File: src/rtl/uart_rx_time.sv
// uart_rx_time: 8N1 UART receiver (LSB first, idle high) with a "MM:SS\r" time-string
// parser feeding the digital clock.
// Optional build macro RX_MAJORITY_EN: each start/data/stop decision uses a 2-of-3
// majority of the synchronised line around the nominal sample cycle. Ports and timing
// are identical with or without it.
//
// state   | meaning
// --------+---------------------------------------------------------------
// S_IDLE  | line idle, waiting for rxd_s low
// S_START | counting to the middle of the start bit, confirming it is low
// S_DATA  | sampling 8 data bits at mid-bit, LSB first
// S_STOP  | sampling the stop bit; high -> byte out, low -> frame error
// S_BREAK | line held low after a frame error, waiting for it to go high

module uart_rx_time #(
   parameter int CLKS_PER_BIT = 1085,
   parameter int MAX_VAL      = 59
) (
   input  logic       clk,
   input  logic       rst_n,
   input  logic       rxd,
   output logic [7:0] rx_data,
   output logic       rx_strobe,
   output logic       frame_err,
   output logic [5:0] mm,
   output logic [5:0] ss,
   output logic       time_valid,
   output logic       parse_err
);

   localparam int CW = $clog2(CLKS_PER_BIT);
   localparam logic [CW-1:0] CNT_LAST = CW'(CLKS_PER_BIT - 1);
   localparam logic [CW-1:0] CNT_HALF = CW'(CLKS_PER_BIT / 2 - 1);
   localparam logic [6:0]    VAL_MAX  = 7'(MAX_VAL);

   typedef enum logic [2:0] {
      S_IDLE,
      S_START,
      S_DATA,
      S_STOP,
      S_BREAK
   } state_t;

   state_t        state_q;
   logic [CW-1:0] cnt_q;
   logic [2:0]    bit_cnt_q;
   logic [7:0]    shift_q;
   logic [7:0]    rx_data_q;
   logic          rx_strobe_q;
   logic          frame_err_q;

   logic          rxd_m_q;
   logic          rxd_s_q;
   logic          sample_d;

   logic [2:0]    idx_q;
   logic [3:0]    tens_q;
   logic [5:0]    mm_tmp_q;
   logic [5:0]    ss_tmp_q;
   logic [5:0]    mm_q;
   logic [5:0]    ss_q;
   logic          time_valid_q;
   logic          parse_err_q;

   logic          is_digit_d;
   logic [6:0]    val_d;
   logic          val_ok_d;

`ifdef RX_MAJORITY_EN
   logic          rxd_p_q;

   // Previous synchronised sample, the "one before" vote of the majority.
   always_ff @(posedge clk or negedge rst_n) begin
      if (!rst_n) rxd_p_q <= 1'b1;
      else        rxd_p_q <= rxd_s_q;
   end

   // rxd_m_q already holds what rxd_s_q will be next cycle, so the vote covers
   // cycles n-1, n, n+1 while the decision still happens at cycle n.
   always_comb begin
      sample_d = (rxd_p_q & rxd_s_q) | (rxd_s_q & rxd_m_q) | (rxd_p_q & rxd_m_q);
   end
`else
   // Single sample at the nominal cycle.
   always_comb begin
      sample_d = rxd_s_q;
   end
`endif

   // Two-flop synchroniser for the asynchronous serial line.
   always_ff @(posedge clk or negedge rst_n) begin
      if (!rst_n) begin
         rxd_m_q <= 1'b1;
         rxd_s_q <= 1'b1;
      end else begin
         rxd_m_q <= rxd;
         rxd_s_q <= rxd_m_q;
      end
   end

   // Receive FSM: bit timing, byte assembly and registered strobe/error pulses.
   always_ff @(posedge clk or negedge rst_n) begin
      if (!rst_n) begin
         state_q     <= S_IDLE;
         cnt_q       <= '0;
         bit_cnt_q   <= '0;
         shift_q     <= '0;
         rx_data_q   <= '0;
         rx_strobe_q <= 1'b0;
         frame_err_q <= 1'b0;
      end else begin
         rx_strobe_q <= 1'b0;
         frame_err_q <= 1'b0;
         case (state_q)
            S_IDLE: begin
               if (!rxd_s_q) begin
                  cnt_q   <= '0;
                  state_q <= S_START;
               end
            end
            S_START: begin
               if (cnt_q == CNT_HALF) begin
                  cnt_q <= '0;
                  if (sample_d) begin
                     state_q <= S_IDLE;
                  end else begin
                     bit_cnt_q <= '0;
                     state_q   <= S_DATA;
                  end
               end else begin
                  cnt_q <= cnt_q + 1'b1;
               end
            end
            S_DATA: begin
               if (cnt_q == CNT_LAST) begin
                  cnt_q   <= '0;
                  shift_q <= {sample_d, shift_q[7:1]};
                  if (bit_cnt_q == 3'd7) state_q <= S_STOP;
                  else                   bit_cnt_q <= bit_cnt_q + 1'b1;
               end else begin
                  cnt_q <= cnt_q + 1'b1;
               end
            end
            S_STOP: begin
               if (cnt_q == CNT_LAST) begin
                  cnt_q <= '0;
                  if (sample_d) begin
                     rx_data_q   <= shift_q;
                     rx_strobe_q <= 1'b1;
                     state_q     <= S_IDLE;
                  end else begin
                     frame_err_q <= 1'b1;
                     state_q     <= S_BREAK;
                  end
               end else begin
                  cnt_q <= cnt_q + 1'b1;
               end
            end
            S_BREAK: begin
               if (rxd_s_q) state_q <= S_IDLE;
            end
            default: state_q <= S_IDLE;
         endcase
      end
   end

   // Digit classification and two-digit value of the byte just received.
   always_comb begin
      is_digit_d = (rx_data_q >= 8'h30) && (rx_data_q <= 8'h39);
      val_d      = {3'b000, tens_q} * 7'd10 + {3'b000, rx_data_q[3:0]};
      val_ok_d   = is_digit_d && (val_d <= VAL_MAX);
   end

   // Parser: walks "MM:SS\r" one byte per strobe; any bad byte restarts at idx 0,
   // which also makes a stray CR resynchronise the next frame.
   always_ff @(posedge clk or negedge rst_n) begin
      if (!rst_n) begin
         idx_q        <= '0;
         tens_q       <= '0;
         mm_tmp_q     <= '0;
         ss_tmp_q     <= '0;
         mm_q         <= '0;
         ss_q         <= '0;
         time_valid_q <= 1'b0;
         parse_err_q  <= 1'b0;
      end else begin
         time_valid_q <= 1'b0;
         parse_err_q  <= 1'b0;
         if (frame_err_q) begin
            idx_q <= '0;
         end else if (rx_strobe_q) begin
            case (idx_q)
               3'd0, 3'd3: begin
                  if (is_digit_d) begin
                     tens_q <= rx_data_q[3:0];
                     idx_q  <= idx_q + 1'b1;
                  end else begin
                     parse_err_q <= 1'b1;
                     idx_q       <= '0;
                  end
               end
               3'd1: begin
                  if (val_ok_d) begin
                     mm_tmp_q <= val_d[5:0];
                     idx_q    <= 3'd2;
                  end else begin
                     parse_err_q <= 1'b1;
                     idx_q       <= '0;
                  end
               end
               3'd2: begin
                  if (rx_data_q == 8'h3A) begin
                     idx_q <= 3'd3;
                  end else begin
                     parse_err_q <= 1'b1;
                     idx_q       <= '0;
                  end
               end
               3'd4: begin
                  if (val_ok_d) begin
                     ss_tmp_q <= val_d[5:0];
                     idx_q    <= 3'd5;
                  end else begin
                     parse_err_q <= 1'b1;
                     idx_q       <= '0;
                  end
               end
               3'd5: begin
                  if (rx_data_q == 8'h0D) begin
                     mm_q         <= mm_tmp_q;
                     ss_q         <= ss_tmp_q;
                     time_valid_q <= 1'b1;
                  end else begin
                     parse_err_q <= 1'b1;
                  end
                  idx_q <= '0;
               end
               default: idx_q <= '0;
            endcase
         end
      end
   end

   assign rx_data    = rx_data_q;
   assign rx_strobe  = rx_strobe_q;
   assign frame_err  = frame_err_q;
   assign mm         = mm_q;
   assign ss         = ss_q;
   assign time_valid = time_valid_q;
   assign parse_err  = parse_err_q;

endmodule

File: config.mk
export PLATFORM = sky130hd
export DESIGN_NAME = uart_rx_time
export DESIGN_NICKNAME = d
export VERILOG_FILES = /design/src/rtl/uart_rx_time.sv
export SDC_FILE = /design/constraint.sdc
export NUM_CORES = 1
export LEC_CHECK = 0
export BUFFER_PORTS_ARGS = -buffer_cell sky130_fd_sc_hd__buf_2
export CAP_MARGIN = 20
export CORE_AREA = 2 2 81 75
export CTS_BUF_LIST = sky130_fd_sc_hd__clkbuf_4 sky130_fd_sc_hd__clkbuf_8 sky130_fd_sc_hd__clkbuf_16
export DETAILED_ROUTE_END_ITERATION = 8
export DIE_AREA = 0 0 83 77
export GPL_ROUTABILITY_DRIVEN = 1
export PLACE_DENSITY = 0.81
export SYNTH_ARGS = -nofsm -noshare
export SYNTH_HDL_FRONTEND = slang
export SYNTH_SLANG_ARGS = --single-unit
File: constraint.sdc
create_clock -name clk -period 6.4 [get_ports clk]
set_clock_uncertainty 0.15 [all_clocks]
set_input_delay 0.32 -clock clk [delete_from_list [all_inputs] [get_ports clk]]
set_output_delay 0.32 -clock clk [all_outputs]
set_load 0.03 [all_outputs]
==> impl_results.md, run 1 <==
- Status: finished, final reports clean
- Rows: 26
- Synthesized net count: 317
- Die area: around 0.0064 mm²
- Yosys cell types: 45
- Max Freq: slightly above 0.3 GHz
- Pins Over Slew Limit: 0
- Vias after detailed routing: approximately 2300
- CP Launch Type: register
- Non-Filler Instances: between 400 and 500
- Syn Inst Count: 295
- Global route overflow: 0
- Post-CTS resize count: 0
- TNS Setup: 0 ns
- RSZ-0062 raised after global routing: no
- GRT Overall Usage: between 20% and 30%
- Mapped cell area: 0.003435 mm²
- Fin. Hold Viols: 0
- CTS root buffer: clkbuf_8
- Final wirelength: around 6.3 mm
- Area Growth Syn to Fin: 12.13%
- WP data arrival: ~3.3 ns
- Setup bufs post-CTS: 0
- Die Y: about 77 µm
- Reg2reg end: ss_tmp_q[2]
- Max-slew headroom: between 40% and 50%
- Gpl congestion: around 0.9
- Final setup violation count: 0
- PortBufs: 26
- Initial core utilization: between 60% and 70%
- Largest net degree at the start of global routing: 71
- Main area contributors after synthesis: dfrtp_1 (50%), mux2_2 (14%), ha_1 (6.2%), nand2_1 (2.7%), o21ai_0 (2.5%)
- Yosys top cell by area: dfrtp_1
- I/O pin count: 27
- Vias per cell: roughly 5.8
- R2R setup slack: ~3.2 ns
- Synth Flop Type: dfrtp_1
- Antenna-violating nets left: 0
- Crit path capture type: register
- Placed Instances: ~400
- PwrDens: around 210 mW/mm²
- Clock tree buffer depth: 2
- Seq/Total Area, Yosys: between 50% and 60%
- FF-to-FF Start: tens_q[1]
- Syn Area/Cell: 11.64 µm²
- CTS tree: yes
- Cts hold-fix bufs: 1
- Top cell type's share of synthesized area: a little under 50%
- CTS buffer count: 9
- Transition time of the tightest slew-check pin: between 0.8 and 0.9 ns
- EDFF count, synth: 0
- Flops & latches, synth: 70
- Die Width: slightly above 80 µm
- Critical path class: register to register
- Worst-path clk slew: ~0.070 ns
- Final min period: around 3.2 ns
- Max FO, Critical Path: 8
- Crit path required time: ~6.5 ns
- Synth Warn #: 0
- R2R depth: 9
- Tcrit/Tclk final: roughly half
- Asr flop ratio synth: 100.0%
- Clock sinks: 70
- Leak: ~0.0019 µW
- Dpl cell area: ~0.0036 mm²
- Core ar.: roughly 0.0056 mm²
- Remaining routing DRC violations: 0
- Hold Crit Class: primary input to async pin
- Hold Slack: between 0.015 and 0.02 ns
- First-pass GRT wire length: 10.71 mm
- Antenna violations before repair: 0
- Fillcell total: about 400
- Nets: 353
- Layout cell share with drive strength beyond 1: just under 30%
- Vias in the first global route: around 2300
- Iter 0 DRT Violations: 76
- Detailed placement HPWL: 4.333 mm
- Wire length per cell: roughly 15 µm
- H-Tree Level Count: 3
- Clock Latency Late Sink: about 0.34 ns
- Max-cap viol count: 0
- Post-layout power: between 800 and 900 µW
- Total inserted antenna cells: 0
- Cell area after layout: roughly 0.0039 mm²
- Max VDD drop: ~0.00015 V
- First-pass DRT Iterations: 4
-- registers in the layout, indices dropped and copies added, names as in the netlist, 3 cells and up --
signal	count
state_q	3
ss	6
ss_tmp_q	6
idx_q	3
shift_q	8
mm	6
bit_cnt_q	3
mm_tmp_q	6
rx_data	8
cnt_q	11
tens_q	4
-- logic make-up (layout without fill, tap and decap cells) --
group / count (synthesis) / count (layout) / synth area share (%)
simple gates: 83 / 83 / 13.62
xor+xnor: 6 / 6 / 1.530
buf+inv: 20 / 61 / 2.368
compound gates: 51 / 51 / 9.034
mux: 46 / 46 / 15.01
fa+ha+maj: 19 / 19 / 7.359
flops: 70 / 70 / 51.07
-- critical path, cell delays in order, from the launching register on --
cell	delay, ns
dfrtp_1	0.43
ha_1	0.30
ha_1	0.14
inv_1	0.06
fa_1	0.49
nand2b_1	0.15
a2bb2oi_1	0.25
nor4bb_1	0.39
nand3b_1	0.37
mux2_2	0.38
-- report_power, final --
group	switching, µW	internal, µW
Clock	161	187
Combinational	8.77	1.55
Sequential	0.724	443
Total	171	632
-- through the flow --
stage / setup slack, ns / utilization [%]
2_1_floorplan: 3.513 / -
3_5_place_dp: 3.225 / 65.61
3_3_place_gp: 3.327 / 65.61
4_1_cts: 3.219 / 69.23
5_1_grt: 2.985 / 69.23
6_report: 3.192 / 69.23
-- how the worst max path moves through the flow --
| stage | start | slack, ns | cells past startpoint | end |
|---|---|---|---|---|
| CTS | tens_q[1] | 3.22 | 9 | ss_tmp_q[2] |
| floorplan | tens_q[1] | 3.51 | 9 | ss_tmp_q[0] |
| global route | tens_q[1] | 2.99 | 9 | mm_tmp_q[3] |
| global placement | tens_q[1] | 3.33 | 9 | ss_tmp_q[1] |
| detailed placement | tens_q[1] | 3.23 | 9 | ss_tmp_q[3] |
| finish | tens_q[1] | 3.19 | 9 | ss_tmp_q[2] |
-- per-layer routing --
metal / vias to the layer above / global-route usage (%) / part of all wire [%]
met2: 47 / 35.48 / 49
met5: - / 0 / 0
met4: 0 / 7.377 / 1.5
met3: 12 / 6.566 / 4.1
li1: 1135 / - / -
met1: 1141 / 25.72 / 45
-- layout make-up --
cell class / instances / area (µm²) / area share (%)
multi-input combinational: 205 / 1599 / 41.52
sequential: 70 / 1754 / 45.55
clock buffer: 11 / 138.9 / 3.606
inverter: 15 / 56.30 / 1.462
timing repair buffer: 30 / 162.7 / 4.224
tap: 70 / 87.58 / 2.274
clock inverter: 5 / 52.55 / 1.365
-- synthesized netlist by cell type, drive strengths merged (2+ instances only) --
master	count
nor3	6
buf	3
a21oi	13
nor4bb	2
inv	15
xor2	5
nor2b	5
a22oi	2
dfstp	2
or3	2
fa	2
nand4b	2
o21ai	17
nand2	25
a21o	2
and3	2
nand4	2
nor4	4
mux2	44
dfrtp	68
mux2i	2
nor2	9
nand3b	4
clkbuf	2
nor3b	2
ha	17
o31ai	2
nand2b	5
nand3	10
a21boi	2
a31oi	6
-- layout by cell type (no fill, tap or decap), types with 3 or more instances in the layout --
cell type,count
nand2b_1,5
nor3_1,5
nor2_1,9
nor2b_1,5
mux2_2,44
nand3b_1,4
clkinv_2,3
nand3_1,10
nor4_1,4
o21ai_0,17
dfrtp_1,68
buf_4,3
ha_1,17
inv_1,15
a31oi_1,6
nand2_1,25
xor2_1,5
buf_2,26
clkbuf_8,9
a21oi_1,13
Note: power is estimated with default switching activity, not from simulation.
==> inputs of run 2 (changes only) <==
CORE_AREA = 2 2 84 78   (was 2 2 81 75)
DIE_AREA = 0 0 86 80   (was 0 0 83 77)
PLACE_DENSITY = 0.76   (was 0.81)
clock period = 3.3 ns   (was 6.4 ns; I/O delays follow)
==> impl_results.md, run 2 (synthesized netlist as in run 1, its figures left out) <==
- Vias per cell: 5.763 (was 5.751)
- Layout cell share with drive strength beyond 1: 29.91% (was 29.17%)
- Pins Over Slew Limit: 0 (unchanged)
- CP max-delay cell: fa_1 (unchanged)
- Transition time of the tightest slew-check pin: 0.8522 ns (was 0.8615 ns)
- CP bufs+invs: 2 (was 1)
- Antenna violations before repair: 0 (unchanged)
- Max-slew headroom: 43.19% (was 42.57%)
- Rows: 27 (was 26)
- Initial core utilization: 57.44% (was 61.74%)
- Total inserted antenna cells: 0 (unchanged)
- RSZ-0062 raised after global routing: no (unchanged)
- PwrDens: 386.0 mW/mm² (was 208.3 mW/mm²)
- Final wirelength: 6.239 mm (was 6.273 mm)
- Worst-path cell chain: ha_1 -> ha_1 -> inv_1 -> fa_1 -> nand2b_1 -> a2bb2oi_1 -> nor4bb_1 -> nand3b_1 -> buf_4 -> mux2_2 (was ha_1 -> ha_1 -> inv_1 -> fa_1 -> nand2b_1 -> a2bb2oi_1 -> nor4bb_1 -> nand3b_1 -> mux2_2)
- CTS root buffer: clkbuf_8 (unchanged)
- WP data arrival: 3.24 ns (was 3.28 ns)
- Vias in the first global route: 2370 (was 2347)
- Antenna-violating nets left: 0 (unchanged)
- CTS buffer count: 9 (unchanged)
- GRT Overall Usage: 20.52% (was 21.06%)
- Max Freq: 0.3159 GHz (was 0.3117 GHz)
- Final min period: 3.165 ns (was 3.208 ns)
- Die area: 0.006880 mm² (was 0.006391 mm²)
- Area Growth Syn to Fin: 13.48% (was 12.13%)
- PortBufs: 26 (unchanged)
- First-pass GRT wire length: 11.03 mm (was 10.71 mm)
- Detailed placement HPWL: 4.384 mm (was 4.333 mm)
- Max FFs per register: 11 (unchanged)
- CTS tree: yes (unchanged)
- I/O pin count: 27 (unchanged)
- Clock Latency Late Sink: 0.34 ns (about the same)
- Die Width: 86 µm (was 83 µm)
- Hold path startpoint: rxd_m_q
- Clock sinks: 70 (unchanged)
- Remaining routing DRC violations: 0 (unchanged)
- Non-Filler Instances: 413 (was 406)
- Core ar.: 0.005979 mm² (was 0.005563 mm²)
- Max-cap viol count: 0 (unchanged)
- First-pass DRT Iterations: 4 (unchanged)
- Post-CTS resize count: 0 (unchanged)
- Hold Slack: 0.2130 ns (was 0.01531 ns)
- FF-to-FF Start: tens_q[1] (unchanged)
- Cell family contributing the most delay on the critical path: adder cells (unchanged)
- Vias after detailed routing: 2380 (was 2335)
- Placed Instances: 392 (was 389)
- Biggest register: cnt_q (unchanged)
- H-Tree Level Count: 3 (unchanged)
- Tcrit/Tclk final: 95.92% (was 50.12%)
- Final setup violation count: 0 (unchanged)
- Status: finished, final reports clean (unchanged)
- Critical path launch point: tens_q[1] (unchanged)
- Hold Crit Class: register to register (was primary input to async pin)
- Commonest non-fill, non-tap cells in the layout: dfrtp_1 (68), mux2_2 (44), buf_2 (26), nand2_1 (25) (unchanged)
- Iter 0 DRT Violations: 99 (was 76)
- Wire length per cell: 15.11 µm (was 15.45 µm)
- Gpl congestion: 0.8182 (was 0.8954)
- Crit path capture type: register (unchanged)
- Commonest non-fill, non-tap cell in the layout: dfrtp_1 (unchanged)
- CP Launch Type: register (unchanged)
- Leak: 0.001945 µW (was 0.001931 µW)
- Clock tree buffer depth: 2 (unchanged)
- Max FO, Critical Path: 4 (was 8)
- Worst-path clk slew: 0.07 ns (about the same)
- Die Y: 80 µm (was 77 µm)
- Largest net degree at the start of global routing: 71 (unchanged)
- TNS Setup: 0 ns (unchanged)
- Delay of the slowest cell on the worst path: 0.48 ns (was 0.49 ns)
- Worst path most repeated cell: ha_1 (unchanged)
- Critical path class: register to register (unchanged)
- Fillcell total: 466 (was 399)
- Fin. Hold Viols: 0 (unchanged)
- Max VDD drop: 0.0002702 V (was 0.0001496 V)
- Crit path required time: 3.38 ns (was 6.47 ns)
- Nets: 358 (was 353)
- Global route overflow: 0 (unchanged)
## run 2: area by class of cell
cell class,instances,area [µm²],share of cell area (%)
timing repair buffer,35,215.2,5.522
inverter,15,56.30,1.445
tap,72,90.09,2.311
clock buffer,10,137.6,3.531
sequential,70,1754,45.01
multi-input combinational,205,1599,41.03
clock inverter,6,45.04,1.156
## run 2: report_power, final
| group | total, µW | internal, µW | switching [µW] |
|---|---|---|---|
| Sequential | 861 | 859 | 1.34 |
| Combinational | 20.8 | 3.78 | 17.0 |
| Clock | 623 | 295 | 328 |
| Total | 1500 | 1160 | 346 |
## run 2: what timing repair did
item / CTS / global route
setup buffers: 0 / 3
setup endpoints to repair: 0 / 12
endpoints found under the hold margin: 69 / 0
hold buffers: 2 / 0
## run 2: through the flow
step / instance area, µm² / power [µW] / worst slack (ns) / util [%]
detailed placement: 3660 / 898.2 / 0.06136 / 61.21
floorplan: 3435 / 878.8 / 0.4130 / -
CTS: 3862 / 1518 / 0.06971 / 64.60
global route: 3897 / 1566 / 0.01378 / 65.18
finish: 3897 / 1504 / 0.1346 / 65.18
global placement: 3660 / 897.6 / 0.2213 / 61.21
## run 2: final timing paths
path                       slack (ns)  cells past startpoint           to
min in group asynchronous        0.40                      3    rx_strobe
hold / removal                   0.21                      0      rxd_s_q
hold reg to reg                  0.21                      0      rxd_s_q
max in group asynchronous        2.04                      3     idx_q[1]
setup reg to reg                 0.13                     10  mm_tmp_q[0]
setup / recovery                 0.13                     10  mm_tmp_q[0]
## run 2: per-layer routing
layer / vias to the layer above / global-route usage (%) / share of wire [%]
met3: 12 / 5.274 / 3.7
met5: - / 0 / 0
li1: 1145 / - / -
met2: 51 / 33.57 / 49
met4: 0 / 6.349 / 1.3
met1: 1172 / 26.87 / 46
==> inputs of run 3 (changes only) <==
CELL_PAD_IN_SITES_DETAIL_PLACEMENT = 0   (was not set)
CELL_PAD_IN_SITES_GLOBAL_PLACEMENT = 1   (was not set)
CORE_AREA = 2 2 93 86   (was 2 2 84 78)
DIE_AREA = 0 0 95 88   (was 0 0 86 80)
==> impl_results.md, run 3 (synthesized netlist as in run 1, its figures left out) <==
- Final setup violation count: 0 (unchanged)
- Max Freq: 0.3263 GHz (was 0.3159 GHz)
- FF-to-FF Start: tens_q[1] (unchanged)
- Clock tree buffer depth: 2 (unchanged)
- Max-slew headroom: 41.77% (was 43.19%)
- R2R setup slack: 0.24 ns (was 0.13 ns)
- Commonest non-fill, non-tap cells in the layout: dfrtp_1 (68), mux2_2 (44), buf_2 (26), nand2_1 (25) (unchanged)
- Critical path launch point: tens_q[1] (unchanged)
- Critical path class: register to register (unchanged)
- Nets: 357 (was 358)
- Max FFs per register: 11 (unchanged)
- Leak: 0.001943 µW (was 0.001945 µW)
- Met1 Use GR: 21.37% (was 26.87%)
- Core ar.: 0.007395 mm² (was 0.005979 mm²)
- PwrDens: 393.2 mW/mm² (was 386.0 mW/mm²)
- M3 GR Usage: 4.475% (was 5.274%)
- First-pass DRT Iterations: 4 (unchanged)
- Area Growth Syn to Fin: 14.68% (was 13.48%)
- Detailed placement HPWL: 4.637 mm (was 4.384 mm)
- Die Width: 95 µm (was 86 µm)
- Max-cap viol count: 0 (unchanged)
- Crit path required time: 3.38 ns (about the same)
- Final min period: 3.065 ns (was 3.165 ns)
- Antenna violations before repair: 0 (unchanged)
- Largest net degree at the start of global routing: 71 (unchanged)
- Commonest non-fill, non-tap cell in the layout: dfrtp_1 (unchanged)
- Initial core utilization: 46.45% (was 57.44%)
- GR peak layer: met2 (unchanged)
- RSZ-0062 raised after global routing: no (unchanged)
- Layout cell share with drive strength beyond 1: 30.38% (was 29.91%)
- Total inserted antenna cells: 0 (unchanged)
- H-Tree Level Count: 3 (unchanged)
- Fillcell total: 664 (was 466)
- Die area: 0.008360 mm² (was 0.006880 mm²)
- CTS root buffer: clkbuf_8 (unchanged)
- Iter 0 DRT Violations: 115 (was 99)
- Clock Latency Late Sink: 0.34 ns (about the same)
- Final wirelength: 6.682 mm (was 6.239 mm)
- Reg2reg end: mm_tmp_q[0] (unchanged)
- Multi-input gate area: 0.001625 mm² (was 0.001599 mm²)
- First-pass GRT wire length: 11.36 mm (was 11.03 mm)
- Max FO, Critical Path: 7 (was 4)
- R2R depth: 9 (was 10)
- Vias after detailed routing: 2371 (was 2380)
- CP Launch Type: register (unchanged)
- Antenna-violating nets left: 0 (unchanged)
- CTS tree: yes (unchanged)
- Worst-path cell chain: ha_1 -> ha_1 -> inv_1 -> fa_1 -> nand2b_1 -> a211oi_1 -> nor4_1 -> nand3b_1 -> mux2_2 (was ha_1 -> ha_1 -> inv_1 -> fa_1 -> nand2b_1 -> a2bb2oi_1 -> nor4bb_1 -> nand3b_1 -> buf_4 -> mux2_2)
- Global route overflow: 0 (unchanged)
- CTS buffer count: 9 (unchanged)
- PortBufs: 26 (unchanged)
- Dpl cell area: 0.003695 mm² (was 0.003660 mm²)
- Crit path capture type: register (unchanged)
- GR Util met2: 30.30% (was 33.57%)
- Die Y: 88 µm (was 80 µm)
- Vias in the first global route: 2434 (was 2370)
- Transition time of the tightest slew-check pin: 0.8734 ns (was 0.8522 ns)
- Max VDD drop: 0.0002153 V (was 0.0002702 V)
- Worst path most repeated cell: ha_1 (unchanged)
- Remaining routing DRC violations: 0 (unchanged)
- Crit path to: mm_tmp_q[0] (unchanged)
- TNS Setup: 0 ns (unchanged)
- Vias per cell: 5.451 (was 5.763)
- Pins Over Slew Limit: 0 (unchanged)
- FF/Latch Area: 0.001754 mm² (unchanged)
- I/O pin count: 27 (unchanged)
- Status: finished, final reports clean (unchanged)
- Tcrit/Tclk final: 92.87% (was 95.92%)
- Cell area after layout: 0.003939 mm² (was 0.003897 mm²)
- Rows: 30 (was 27)
- Wire length per cell: 15.36 µm (was 15.11 µm)
- Biggest register: cnt_q (unchanged)
- Fin. Hold Viols: 0 (unchanged)
- Delay of the slowest cell on the worst path: 0.43 ns (was 0.48 ns)
- GRT Overall Usage: 17.87% (was 20.52%)
- Hold Crit Class: register to register (unchanged)
- Gpl congestion: 0.8163 (was 0.8182)
- WP data arrival: 3.15 ns (was 3.24 ns)
- Clock sinks: 70 (unchanged)
- Worst-path clk slew: 0.07 ns (about the same)
- CP max-delay cell: dfrtp_1 (was fa_1)
run 3: changes by cell type in the layout (fill, tap and decap cells not counted), sizes merged:
cell / change
clkinv: +1
clkinvlp: -1
inv: -1
clkbuf: -1
bufinv: +1
buf: -1
run 3: how the worst min path moves through the flow:
| stage | from | end | slack [ns] | cells after the start |
|---|---|---|---|---|
| 4_1_cts | rxd_m_q | rxd_s_q | 0.21 | 0 |
| 6_report | rxd_m_q | rxd_s_q | 0.21 | 0 |
| 2_1_floorplan | rst_n | bit_cnt_q[0] | -0.28 | 0 |
| 5_1_grt | rxd_m_q | rxd_s_q | 0.21 | 0 |
| 3_3_place_gp | rxd | rxd_m_q | 0.12 | 1 |
| 3_5_place_dp | rxd | rxd_m_q | 0.12 | 1 |
run 3: layout make-up:
cell class | count | share of cell area (%)
Inverter | 15 | 1.429
Clock buffer | 9 | 3.145
Multi-Input combinational cell | 205 | 41.26
Sequential cell | 70 | 44.54
Tap cell | 96 | 3.050
Timing Repair Buffer | 34 | 4.956
Clock inverter | 6 | 1.620
run 3: critical path: cells and delay by family, from the launching register on:
kind                       cells  cell delay [ns]
AOI/OAI and AO/OA              1             0.42
adders and majority gates      3             0.92
buffers and inverters          1             0.06
DFF                            1             0.43
muxes                          1             0.38
and+or+nand+nor                3             0.59
run 3: repair_timing:
action,4_1_cts,5_1_grt
gates resized for setup,0,3
setup endpoints to repair,0,12
hold endpoints to repair,69,0
hold buffers,2,0
buffers inserted,0,2
run 3: report_power, final:
part	leakage [µW]	internal (µW)	switching, µW
combinational	0.000895	3.77	17.2
sequential	0.000957	860	1.31
clock	0.0000911	343	324
run 3: metrics by stage:
step,setup WS [ns],utilization [%],instances,power (µW),hold slack (ns)
6_report,0.2352,53.27,435,1549,0.2070
5_1_grt,0.03146,53.27,435,1613,0.2123
4_1_cts,0.06228,52.78,433,1574,0.2086
3_5_place_dp,0.05999,49.97,416,898.7,0.1212
3_3_place_gp,0.2055,49.97,416,898.1,0.1204
2_1_floorplan,0.4130,-,295,878.8,-0.2806
run 3: routing by layer:
metal,up-vias,share of wire [%]
met5,-,0
met4,0,2.2
met3,14,3.4
met2,48,50
met1,1170,45
li1,1139,-
